### src/rtl/pwm_multi_pkg.sv
`default_nettype none
// ============================================================================
//  Module      : pwm_multi_pkg
//  Description : Shared types and sizing helpers for the multi-channel PWM
//                generator (load FSM states, index/prescaler widths).
//  Revision    : 1.0 - initial release
// ============================================================================
package pwm_multi_pkg;

    // Load-port state machine: idle, accepting a frame, frame waiting for commit
    typedef enum logic [1:0] {
        IDLE = 2'd0,
        LOAD = 2'd1,
        PEND = 2'd2
    } load_state_t;

    // Width of a counter able to hold 0..n-1, never narrower than one bit
    function automatic int idx_width(input int n);
        return (n > 1) ? $clog2(n) : 1;
    endfunction

endpackage : pwm_multi_pkg
`default_nettype wire

### src/rtl/pwm_channel.sv
`default_nettype none
// ============================================================================
//  Module      : pwm_channel
//  Description : One PWM compare unit: active duty register, magnitude compare
//                against the shared period counter, registered output.
//  Revision    : 1.0 - initial release
// ============================================================================
module pwm_channel #(
    parameter int DWIDTH = 8
) (
    input  logic              clk,
    input  logic              rst,
    input  logic              load,
    input  logic [DWIDTH-1:0] duty_in,
    input  logic [DWIDTH-1:0] cnt,
    output logic              out
);

    logic [DWIDTH-1:0] r_active;
    logic              r_out;

    // Active duty word, replaced only when the shadow bank is committed
    always_ff @(posedge clk) begin
        if (!rst) begin
            r_active <= '0;
        end else if (load) begin
            r_active <= duty_in;
        end
    end

    // Output is high while the counter is below the duty word
    always_ff @(posedge clk) begin
        if (!rst) begin
            r_out <= 1'b0;
        end else begin
            r_out <= (cnt < r_active);
        end
    end

    assign out = r_out;

endmodule : pwm_channel
`default_nettype wire

### src/rtl/pwm_multi.sv
`default_nettype none
// ============================================================================
//  Module      : pwm_multi
//  Description : Multi-channel PWM generator. Duty words are loaded serially
//                into a shadow bank and committed to the active bank only at
//                a period boundary. Shared prescaler and period counter.
//                Build option PWM_CENTER_ALIGN_EN selects an up/down
//                (centre-aligned) counter instead of the default sawtooth.
//  Revision    : 1.0 - initial release
// ============================================================================
module pwm_multi
    import pwm_multi_pkg::*;
#(
    parameter int DWIDTH   = 8,
    parameter int CHANNELS = 8,
    parameter int CLK_DIV  = 1
) (
    input  logic                clk,
    input  logic                rst,
    input  logic                start,
    input  logic [DWIDTH-1:0]   data,
    input  logic                data_valid,
    output logic                load_ready,
    output logic                commit,
    output logic                period_start,
    output logic [CHANNELS-1:0] out
);

    localparam int                  c_idx_w      = idx_width(CHANNELS);
    localparam int                  c_presc_w    = idx_width(CLK_DIV);
    localparam logic [c_idx_w-1:0]  c_idx_last   = c_idx_w'(CHANNELS - 1);
    localparam logic [c_presc_w-1:0] c_presc_last = c_presc_w'(CLK_DIV - 1);
    localparam logic [DWIDTH-1:0]   c_cnt_max    = '1;

    logic [c_presc_w-1:0] r_presc;
    logic [DWIDTH-1:0]    r_cnt;
    logic                 w_tick;
    logic                 w_wrap;
    logic                 r_period_start;

    load_state_t          r_state;
    load_state_t          w_state_nxt;
    logic [c_idx_w-1:0]   r_idx;
    logic [c_idx_w-1:0]   w_idx_nxt;
    logic                 w_wr_en;
    logic                 w_commit;
    logic                 r_commit;
    logic [DWIDTH-1:0]    r_shadow [CHANNELS];

    assign w_tick = (r_presc == c_presc_last);

    // Prescaler: one counter tick every CLK_DIV clock cycles
    always_ff @(posedge clk) begin
        if (!rst) begin
            r_presc <= '0;
        end else if (w_tick) begin
            r_presc <= '0;
        end else begin
            r_presc <= r_presc + 1'b1;
        end
    end

`ifdef PWM_CENTER_ALIGN_EN
    localparam logic [DWIDTH-1:0] c_cnt_one = DWIDTH'(1);
    logic r_dir_up;

    // Triangle counter: up to the maximum, then back down to zero
    always_ff @(posedge clk) begin
        if (!rst) begin
            r_cnt    <= '0;
            r_dir_up <= 1'b1;
        end else if (w_tick) begin
            if (r_dir_up) begin
                if (r_cnt == c_cnt_max) begin
                    r_cnt    <= r_cnt - 1'b1;
                    r_dir_up <= 1'b0;
                end else begin
                    r_cnt <= r_cnt + 1'b1;
                end
            end else begin
                r_cnt <= r_cnt - 1'b1;
                if (r_cnt == c_cnt_one) begin
                    r_dir_up <= 1'b1;
                end
            end
        end
    end

    // Period boundary is the downward step onto zero
    assign w_wrap = w_tick && !r_dir_up && (r_cnt == c_cnt_one);
`else
    // Sawtooth counter: free-running modulo 2^DWIDTH
    always_ff @(posedge clk) begin
        if (!rst) begin
            r_cnt <= '0;
        end else if (w_tick) begin
            r_cnt <= r_cnt + 1'b1;
        end
    end

    // Period boundary is the wrap from maximum back to zero
    assign w_wrap = w_tick && (r_cnt == c_cnt_max);
`endif

    // Pulse flags aligned with the cycle in which the counter reads zero
    always_ff @(posedge clk) begin
        if (!rst) begin
            r_period_start <= 1'b0;
            r_commit       <= 1'b0;
        end else begin
            r_period_start <= w_wrap;
            r_commit       <= w_commit;
        end
    end

    // Load FSM state and channel index registers
    always_ff @(posedge clk) begin
        if (!rst) begin
            r_state <= IDLE;
            r_idx   <= '0;
        end else begin
            r_state <= w_state_nxt;
            r_idx   <= w_idx_nxt;
        end
    end

    // Load FSM next state; start always restarts a frame and beats data
    always_comb begin
        w_state_nxt = r_state;
        w_idx_nxt   = r_idx;
        w_wr_en     = 1'b0;
        w_commit    = 1'b0;
        case (r_state)
            IDLE: begin
                if (start) begin
                    w_state_nxt = LOAD;
                    w_idx_nxt   = '0;
                end
            end
            LOAD: begin
                if (start) begin
                    w_idx_nxt = '0;
                end else if (data_valid) begin
                    w_wr_en = 1'b1;
                    if (r_idx == c_idx_last) begin
                        w_state_nxt = PEND;
                        w_idx_nxt   = '0;
                    end else begin
                        w_idx_nxt = r_idx + 1'b1;
                    end
                end
            end
            PEND: begin
                if (start) begin
                    w_state_nxt = LOAD;
                    w_idx_nxt   = '0;
                end else if (w_wrap) begin
                    w_commit    = 1'b1;
                    w_state_nxt = IDLE;
                end
            end
            default: begin
                w_state_nxt = IDLE;
                w_idx_nxt   = '0;
            end
        endcase
    end

    // Shadow bank, written one word per accepted beat
    always_ff @(posedge clk) begin
        if (!rst) begin
            for (int i = 0; i < CHANNELS; i++) begin
                r_shadow[i] <= '0;
            end
        end else if (w_wr_en) begin
            r_shadow[r_idx] <= data;
        end
    end

    for (genvar g = 0; g < CHANNELS; g++) begin : g_channel
        pwm_channel #(
            .DWIDTH (DWIDTH)
        ) u_channel (
            .clk     (clk),
            .rst     (rst),
            .load    (w_commit),
            .duty_in (r_shadow[g]),
            .cnt     (r_cnt),
            .out     (out[g])
        );
    end

    assign load_ready   = (r_state == LOAD);
    assign commit       = r_commit;
    assign period_start = r_period_start;

endmodule : pwm_multi
`default_nettype wire

### config.mk
export PLATFORM = sky130hd
export DESIGN_NAME = pwm_multi
export DESIGN_NICKNAME = d
export VERILOG_FILES = /design/src/rtl/pwm_multi_pkg.sv /design/src/rtl/pwm_channel.sv /design/src/rtl/pwm_multi.sv
export SDC_FILE = /design/constraint.sdc
export NUM_CORES = 1
export LEC_CHECK = 0
export CAP_MARGIN = 20
export CELL_PAD_IN_SITES_DETAIL_PLACEMENT = 1
export CELL_PAD_IN_SITES_GLOBAL_PLACEMENT = 2
export CORE_MARGIN = 2
export CORE_UTILIZATION = 30
export CTS_CLUSTER_SIZE = 10
export DETAILED_ROUTE_END_ITERATION = 6
export PLACE_DENSITY = 0.72
export SLEW_MARGIN = 0
export SYNTH_ARGS = -nofsm -noshare
export SYNTH_HDL_FRONTEND = slang
export SYNTH_SLANG_ARGS = --single-unit
### constraint.sdc
create_clock -name clk -period 2.4 [get_ports clk]
set_input_delay 0.48 -clock clk [delete_from_list [all_inputs] [get_ports clk]]
set_output_delay 0.48 -clock clk [all_outputs]
set_load 0.05 [all_outputs]
; ---- Word level (Yosys, flattened, before mapping)
; Memories as Yosys holds them, arrays and structs flattened. A register that Yosys moved wholly into a read port is not among the register bits.
; Index checks and enable logic that the tools add are counted.
[totals]
memories = 1
mem_bits_rw = 64
mem_bits_ro = 0
latchBits = 0
register_bits = 24
wordCells = 78
in_bits = 12
[memory_table]
columns = memory, depth, word_bits, read_ports, rd_ports_with_merged_regs, wr, line_no
row1 = r_shadow, 8, 8, 8, 8, 8, pwm_multi.sv:48  ; logic [DWIDTH-1:0] r_shadow [CHANNELS];
[classes]
eq_ne = 11
reduce_logical = 15
n_addsub = 3
n_mux = 25
n_lt_le_gt_ge = 8
mul = 0
bitwise_logic = 1
div_mod_pow = 0
n_shift = 0
[ops]
columns = operator, n
row1 = $lt A8 B8 Y1, 8
row2 = $mux W3, 5
row3 = $mux W2, 6
row4 = $mux W1, 11
row5 = $add A8 B1 Y8 const B, 1
row6 = $eq A8 B8 Y1 const B, 1
row7 = $logic_not A1 Y1, 8
row8 = $mux W8, 1
row9 = $reduce_or A8 Y1, 1
row10 = $ne A2 B2 Y1 const B, 3
row11 = $ne A3 B3 Y1 const B, 2
row12 = $pmux W2 S3, 1
row13 = $pmux W3 S2, 1
row14 = $reduce_and A5 Y1, 1
row15 = $ne A2 B1 Y1 const B, 2
row16 = $reduce_and A2 Y1, 2
row17 = $add A3 B1 Y3 const B, 1
row18 = $eq A3 B3 Y1 const B, 1
row19 = $eq A2 B1 Y1 const B, 1
row20 = $eq A2 B2 Y1 const B, 1
row21 = $logic_not A2 Y1, 1
row22 = $reduce_or A2 Y1, 1
row23 = $add A1 B1 Y1 const B, 1
row24 = $logic_and A1 B1 Y1, 1
row25 = $not A1 Y1, 1

; ---- Depth between registers and ports, before layout
; Gate-level depths: netlist (run 1).
[logic_depth]
word_depth = 8
ltp_mapped = 8
ltp_nobuf = 5

; ---- Hierarchy
; A second synthesis (run 1) with hierarchy kept.
[unflattened]
hier_cells = 647
area_unflattened_um2 = 7392.1
[by_module_without_submodules]
columns = module, n_inst, area_per_inst_um2, cells_each, seq_area_each_um2
row1 = pwm_channel, 8, 506.7, 52, 180.2
row2 = pwm_multi, 1, 3338.2, 231, 2242.2

; ---- Worst setup path before layout (run 1)
; No wires, ideal clock.
[synth_timing]
kind = register to register
start = register r_state[0]
end = memory r_shadow[3][0], enable pin
t_arrival_ns = 1.666
setup_time_ns = 0.384
path_stages_with_launch = 5
synth_period_minus_slack_ns = 2.050
slack_ns = 0.350
cell_sequence = dfxtp_1 nand2b_1 inv_2 nand4_1 o21ai_0
[synth_rtl]
columns = element, line_no
row1 = start: declaration, pwm_multi.sv:41  ; load_state_t r_state;
row2 = start signal: assignment, pwm_multi.sv:122  ; r_state <= w_state_nxt;
row3 = end: declaration, pwm_multi.sv:48

; ---- Worst setup path after layout (run 1)
[layout_timing]
start = register r_cnt[1]
end = register g_channel[6].u_channel.r_active[4] (read register of r_shadow)
[layout_between]
elab_chain_len = 5
[layout_lines]
columns = element, line_no
row1 = start: declaration, pwm_multi.sv:36  ; logic [DWIDTH-1:0] r_cnt;
row2 = start signal: assignment, pwm_multi.sv:97  ; r_cnt <= r_cnt + 1'b1;
row3 = $eq A8 B8 Y1, pwm_multi.sv:102  ; assign w_wrap = w_tick && (r_cnt == c_cnt_max);
row4 = $logic_and A1 B1 Y1, pwm_multi.sv:102
row5 = $mux W1, pwm_multi.sv:157  ; end else if (w_wrap) begin
row6 = $mux W1, pwm_multi.sv:154  ; if (start) begin
row7 = $mux W1, pwm_multi.sv:133  ; case (r_state)
row8 = end: declaration, pwm_channel.sv:19  ; logic [DWIDTH-1:0] r_active;
; No other way between the ends.
; A chain may end at the register's enable or synchronous reset.

==> flow_summary.yaml, run 1 <==
routing:
  dr.pass1.iters: 4
  via_per_inst: 4.64
  drt_iter0_drc: 231
  drtAntennaViolNets: 0
  wire_per_inst_um: 16.1
  vias: 5033
  wl_um: 17400
  drc: 0
run:
  drv_cap: 0
clock_tree:
  ctsResizeCount: 0
  numClockSinks: 152
  post-cts-setup-buffer-count: 0
  clk_latency_ps: 420
  cts_hold_buf: 0
  cts_max_level: 4
  root_buffer: "clkbuf_16"
  cts_buffers: 17
  cts_max_path_buffers: 2
  clk_pin_slew_worst_paths_ps: 60
  cts_tree: "done"
timing:
  max_slew_margin_pct: 41.7
  fin_crit_sh_pct: 84.8
  setup_viol: 0
  timing.final.hold_violations: 0
  post-route-min-period_ps: 2030
  drv_slew: 0
  worst_slew_pin_slew_ps: 874
  clock.fmax_mhz: 491
  setup_ws_ps: 365
  rsz0062_at_grt: "false"
  tns_ps: 0
  hold_slack_ps: 362
  finalClockSkew_ps: 6.87
power_and_ir_drop:
  p_per_area_mw_per_mm2: 666
  internal_power_w: 0.00423
  p_seq_share_pct: 50.0
  switchingPower_w: 0.00130
  peakVddDrop_v: 0.000426
  combPwrFrac_pct: 5.4
  power_leakage_nw: 3.08
  p_sw_share_pct: 23.6
  p_clk_share_pct: 44.6
die:
  fp.dieW_um: 158
  initial_core_util_pct: 30.4
  rows: 56
  core-area_sq_mm: 0.0233
  dieArea_sq_mm: 0.0249
  die_h_um: 158
  io_pins: 23
run_status:
  status: "completed"
final_layout:
  n_fill_cell: 2633
  area_growth_pct: 17.0
  antennaDiodeCount: 0
  drive_above_1_share_pct: 9.40
  final_nets: 824
placement:
  hpwl_um: 11900
  port_buffers: 22
  gp_congestion: 0.729
  dpl_worst_slack_ps: 116
worst_setup_path:
  crit_start: "r_cnt[1]$_SDFFE_PN0N_"
  reg2reg_depth: 6
  cp-start-kind: "flop"
  critPathMaxFanout: 128
  r2r_start: "r_cnt[1]$_SDFFE_PN0N_"
  cp-endpoint: "g_channel[6].u_channel.r_active[4]$_SDFFE_PN0P_"
  rrSetupSlack_ps: 370
  max_stage_delay_ps: 510
  rr_endpoint: "g_channel[6].u_channel.r_active[4]$_SDFFE_PN0P_"
  cp.required_ps: 2680
  critPathSlowestCell: "dfxtp_1"
  end_kind: "flop"
  path_cells: "ha_1, and4b_1, nand4_4, buf_12, nand3_1, o21ai_0"
  path_class: "flop to flop"
  worstPathArrival_ps: 2310
synthesis:
  muxShareOfSynthArea_pct: 0.282
  ys_types: 43
  ys_seq_area_share_pct: 51.9
  synthAdderAreaFrac_pct: 10.4
  synthXorXnorAreaFrac_pct: 0.864
  synth-async-reset-ratio_pct: 0
  syn_inst: 723
  synth_top_family_by_area: "simple AND/OR/NAND/NOR gates"
  yosys_most_used_dff: "dfxtp_1"
  synth_simple_gate_area_share_pct: 20.1
  synth_edf_count: 64
  synth_compound_area_share_pct: 9.34
  ys_ff_latch: 152
  synth.avg_cell_area_sq_um: 9.82
  syn_nets: 794
  synth_area_sq_mm: 0.00710
  yosys_warnings: 0
global_routing:
  antenna_found_initial: 0
  gr-usage-all-layers_pct: 14.9
  first_global_vias: 5212
  grt_max_degree: 129
  grt_first_pass_wirelength_um: 27700
  gr-total-overflow: 0
hold_path:
  hold_path.class: "input pin to flop"
[kinds of logic after synthesis]
family          count (synthesis)
fa+ha+maj                      59
flops                         152
xor+xnor                        7
compound gates                118
simple gates                  268
buf+inv                       116
other cells                     1
mux                             2
[area by class of cell]
type	instances	area, sq um	area share, %
Inverter	76	285	3.44
Sequential cell	152	3680	44.4
Tap cell	319	399	4.81
Clock buffer	19	454	5.47
Multi-Input combinational cell	455	2920	35.2
Clock inverter	13	97.6	1.18
Timing Repair Buffer	51	463	5.58
[worst max-delay path: cells and delay by family, from the launching register on]
family,cells,cell delay [ps]
and+or+nand+nor,3,690
buffers and inverters,1,240
AOI/OAI and AO/OA,1,110
DFF,1,510
adders and majority gates,1,230
[sequential cells by signal (all words and copies together), names as in the netlist]
name	count
g_channel.u_channel.r_active	64
r_state	2
r_cnt	8
g_channel.u_channel.out	8
commit	1
r_shadow	64
r_presc	1
r_idx	3
period_start	1
[Yosys cell counts, drive strengths merged (9+ instances only)]
cell,count,share of area (%)
o21ai,91,6.6
dfxtp,88,25
inv,76,4.0
nand3,70,5.1
nand2,67,3.5
and2,65,5.7
edfxtp,64,27
ha,59,10
buf,22,2.1
clkbuf,18,0.97
nor2,18,0.95
nand4,14,1.3
a21oi,10,0.71
nor3,9,0.78
[placed cells by master, fill, tap and decap left out, types with 2 or more instances in the layout]
| master | count |
|---|---|
| a2111oi_1 | 2 |
| clkinvlp_4 | 3 |
| clkinv_4 | 5 |
| dfxtp_1 | 88 |
| o21bai_1 | 2 |
| inv_1 | 75 |
| nor2b_1 | 3 |
| edfxtp_1 | 64 |
| nand2b_1 | 7 |
| o21ai_2 | 4 |
| nor2_1 | 18 |
| a21oi_1 | 10 |
| buf_12 | 2 |
| clkdlybuf4s50_1 | 20 |
| and4_1 | 2 |
| inv_6 | 2 |
| buf_4 | 28 |
| o21ai_0 | 71 |
| clkinv_2 | 2 |
| a221oi_1 | 6 |
| a32oi_1 | 2 |
| nand3_1 | 68 |
| ha_1 | 59 |
| and2_1 | 65 |
| nor4_1 | 7 |
| xor2_1 | 4 |
| a211oi_1 | 3 |
| nor3_1 | 7 |
| clkbuf_16 | 18 |
| o21ai_1 | 16 |
| a21boi_0 | 2 |
| mux2i_1 | 2 |
| nand3_2 | 2 |
| nand2_1 | 67 |
| and4b_1 | 2 |
| xnor2_1 | 3 |
| nand4_1 | 13 |
| nor3_2 | 2 |
[power by group through the flow]
stage	combinational, W	sequential, W	clock, W
detailed placement	0.000307	0.00282	0
finish	0.000300	0.00276	0.00247
floorplan	0.000174	0.00281	0
CTS	0.000308	0.00276	0.00254
global route	0.000331	0.00277	0.00264
global placement	0.000299	0.00282	0
[how the worst min path moves through the flow]
| stage | cells after the start | end | startpoint |
|---|---|---|---|
| floorplan | 1 | r_state[0]$_SDFFE_PN0P_ | r_state[1]$_SDFFE_PN0P_ |
| global placement | 2 | g_channel[4].u_channel.r_active[2]$_SDFFE_PN0P_ | g_channel[4].u_channel.r_active[2]$_SDFFE_PN0P_ |
| detailed placement | 2 | g_channel[4].u_channel.r_active[1]$_SDFFE_PN0P_ | g_channel[4].u_channel.r_active[1]$_SDFFE_PN0P_ |
| CTS | 3 | g_channel[6].u_channel.out$_SDFF_PN0_ | rst |
| global route | 3 | g_channel[6].u_channel.out$_SDFF_PN0_ | rst |
| finish | 3 | g_channel[6].u_channel.out$_SDFF_PN0_ | rst |
[through the flow]
step                      utilization, %  area [sq um]  power (W)  instances
after global placement              33.2          7750    0.00312       1053
after floorplan                        -          7100    0.00299        723
final                               35.6          8300    0.00553       1085
after global routing                35.6          8300    0.00574       1085
after CTS                           35.6          8300    0.00561       1085
after detailed placement            33.2          7750    0.00313       1053
[metal layers]
| layer | global-route usage (%) | vias up | wire [um] |
|---|---|---|---|
| met4 | 5.15 | 0 | 324 |
| met3 | 3.09 | 21 | 384 |
| li1 | - | 2543 | - |
| met2 | 25.4 | 42 | 8430 |
| met1 | 18.8 | 2427 | 8310 |
| met5 | 0 | - | 0 |
Note: power is estimated with default switching activity, not from simulation.
==> run 2: changes to the inputs <==
clock period = 2.1 ns   (was 2.4 ns; I/O delays follow)
==> run 2 against run 1 <==
Against the previous run:
- die area stayed put
- final cell count up 0.83%
- clock power grew 13%
- largest cell class unchanged
- routed wire length grew 2.3%
==> flow_summary.yaml, run 2 (same netlist as run 1, synthesis figures left out) <==
global_routing:
  gr-total-overflow: 0
  antenna_found_initial: 0
  grt_max_degree: 137
  gr-usage-all-layers_pct: 15.2
  grt_first_pass_wirelength_um: 28100
  first_global_vias: 5236
worst_setup_path:
  path_class: "flop to primary output"
  end_kind: "primary output"
  critPathSlowestCell: "clkdlybuf4s50_1"
  reg2reg_depth: 7
  critPathMaxFanout: 1
  cp-start-kind: "flop"
  max_stage_delay_ps: 800
  path_cells: "clkdlybuf4s50_1"
  cp.buffers_inverters: 1
  worstPathArrival_ps: 1530
  critPathTopFamily: "buffers and inverters"
  cp.required_ps: 1680
  cp.depth: 1
hold_path:
  hold_depth: 2
  hold_path.class: "flop to flop"
timing:
  timing.final.hold_violations: 0
  worst_slew_pin_slew_ps: 618
  rsz0062_at_grt: "false"
  tns_ps: 0
  max_slew_margin_pct: 58.7
  drv_slew: 0
  fin_crit_sh_pct: 92.7
  post-route-min-period_ps: 1950
  setup_viol: 0
  finalClockSkew_ps: 11.7
  setup_ws_ps: 152
  clock.fmax_mhz: 513
run:
  drv_cap: 0
routing:
  drtAntennaViolNets: 0
  wire_per_inst_um: 16.3
  drt_iter0_drc: 325
  dr.pass1.iters: 4
  drc: 0
  wl_um: 17800
  vias: 5085
  via_per_inst: 4.65
die:
  die_h_um: 158
  io_pins: 23
  fp.dieW_um: 158
  dieArea_sq_mm: 0.0249
  initial_core_util_pct: 30.4
  core-area_sq_mm: 0.0233
  rows: 56
clock_tree:
  cts_max_level: 4
  root_buffer: "clkbuf_16"
  cts_buffers: 17
  clk_latency_ps: 420
  numClockSinks: 152
  ctsResizeCount: 0
  clk_pin_slew_worst_paths_ps: 60
  cts_tree: "done"
  cts_max_path_buffers: 2
  cts_hold_buf: 0
  post-cts-setup-buffer-count: 0
final_layout:
  area_growth_pct: 17.5
  mostFrequentLayoutCell: "dfxtp_1"
  final_nets: 833
  antennaDiodeCount: 0
  mostFrequentLayoutCells: "88 x dfxtp_1, 75 x inv_1, 71 x o21ai_0"
  largestRegisters: "g_channel.u_channel.r_active (64), r_shadow (64)"
  drive_above_1_share_pct: 10.2
  layoutNonFillerInstCount: 1094
run_status:
  status: "completed"
power_and_ir_drop:
  p_per_area_mw_per_mm2: 756
  power_leakage_nw: 3.13
  peakVddDrop_v: 0.000422
placement:
  dpl_worst_slack_ps: -138
  gp_congestion: 0.734
  place_inst: 1062
  hpwl_um: 12100
  port_buffers: 22
run 2: worst register-to-register path, stage by stage, from the launching register on:
cell      delay (ps)
dfxtp_1          420
nand2b_1         130
inv_2            110
nand4b_2         190
nor3_2           240
buf_4            170
nand2b_1          90
buf_4            170
run 2: final cells by class:
cell class,count,area [sq um]
clock buffers,21,450
clock inverters,11,80.1
fillers,2618,15000
inverters,76,285
multi-input cells,455,2920
flip-flops and latches,152,3680
well taps,319,399
repair buffers,60,526
run 2: metrics by stage:
| step | hold slack, ps | power [W] | cell area, sq um | util, % |
|---|---|---|---|---|
| 5_1_grt | 474 | 0.00653 | 8340 | 35.8 |
| 4_1_cts | 461 | 0.00638 | 8340 | 35.8 |
| 3_3_place_gp | 448 | 0.00357 | 7810 | 33.5 |
| 6_report | 456 | 0.00631 | 8340 | 35.8 |
| 3_5_place_dp | 453 | 0.00358 | 7810 | 33.5 |
| 2_1_floorplan | 434 | 0.00341 | 7100 | - |
run 2: per-layer routing:
| metal | global-route usage (%) | wire [um] | vias to the layer above |
|---|---|---|---|
| met1 | 18.4 | 8120 | 2441 |
| met4 | 6.19 | 488 | 0 |
| met5 | 0 | 0 | - |
| li1 | - | - | 2563 |
| met2 | 26.3 | 8760 | 56 |
| met3 | 2.98 | 477 | 25 |
run 2: worst paths after layout:
kind / start / to / slack [ps]
hold reg to reg: g_channel[5].u_channel.r_active[5]$_SDFFE_PN0P_ / g_channel[5].u_channel.r_active[5]$_SDFFE_PN0P_ / 460
setup / recovery: g_channel[6].u_channel.out$_SDFF_PN0_ / out[6] / 150
hold / removal: g_channel[5].u_channel.r_active[5]$_SDFFE_PN0P_ / g_channel[5].u_channel.r_active[5]$_SDFFE_PN0P_ / 460
setup reg to reg: r_state[0]$_SDFFE_PN0P_ / r_shadow[0][7]$_SDFFCE_PN0P_ / 300
run 2: report_power, final:
group,switching [W],internal (W),leakage [nW]
logic,0.000235,0.000118,1.49
clock network,0.00116,0.00164,0.270
registers,0.0000233,0.00313,1.37
total,0.00142,0.00489,3.13
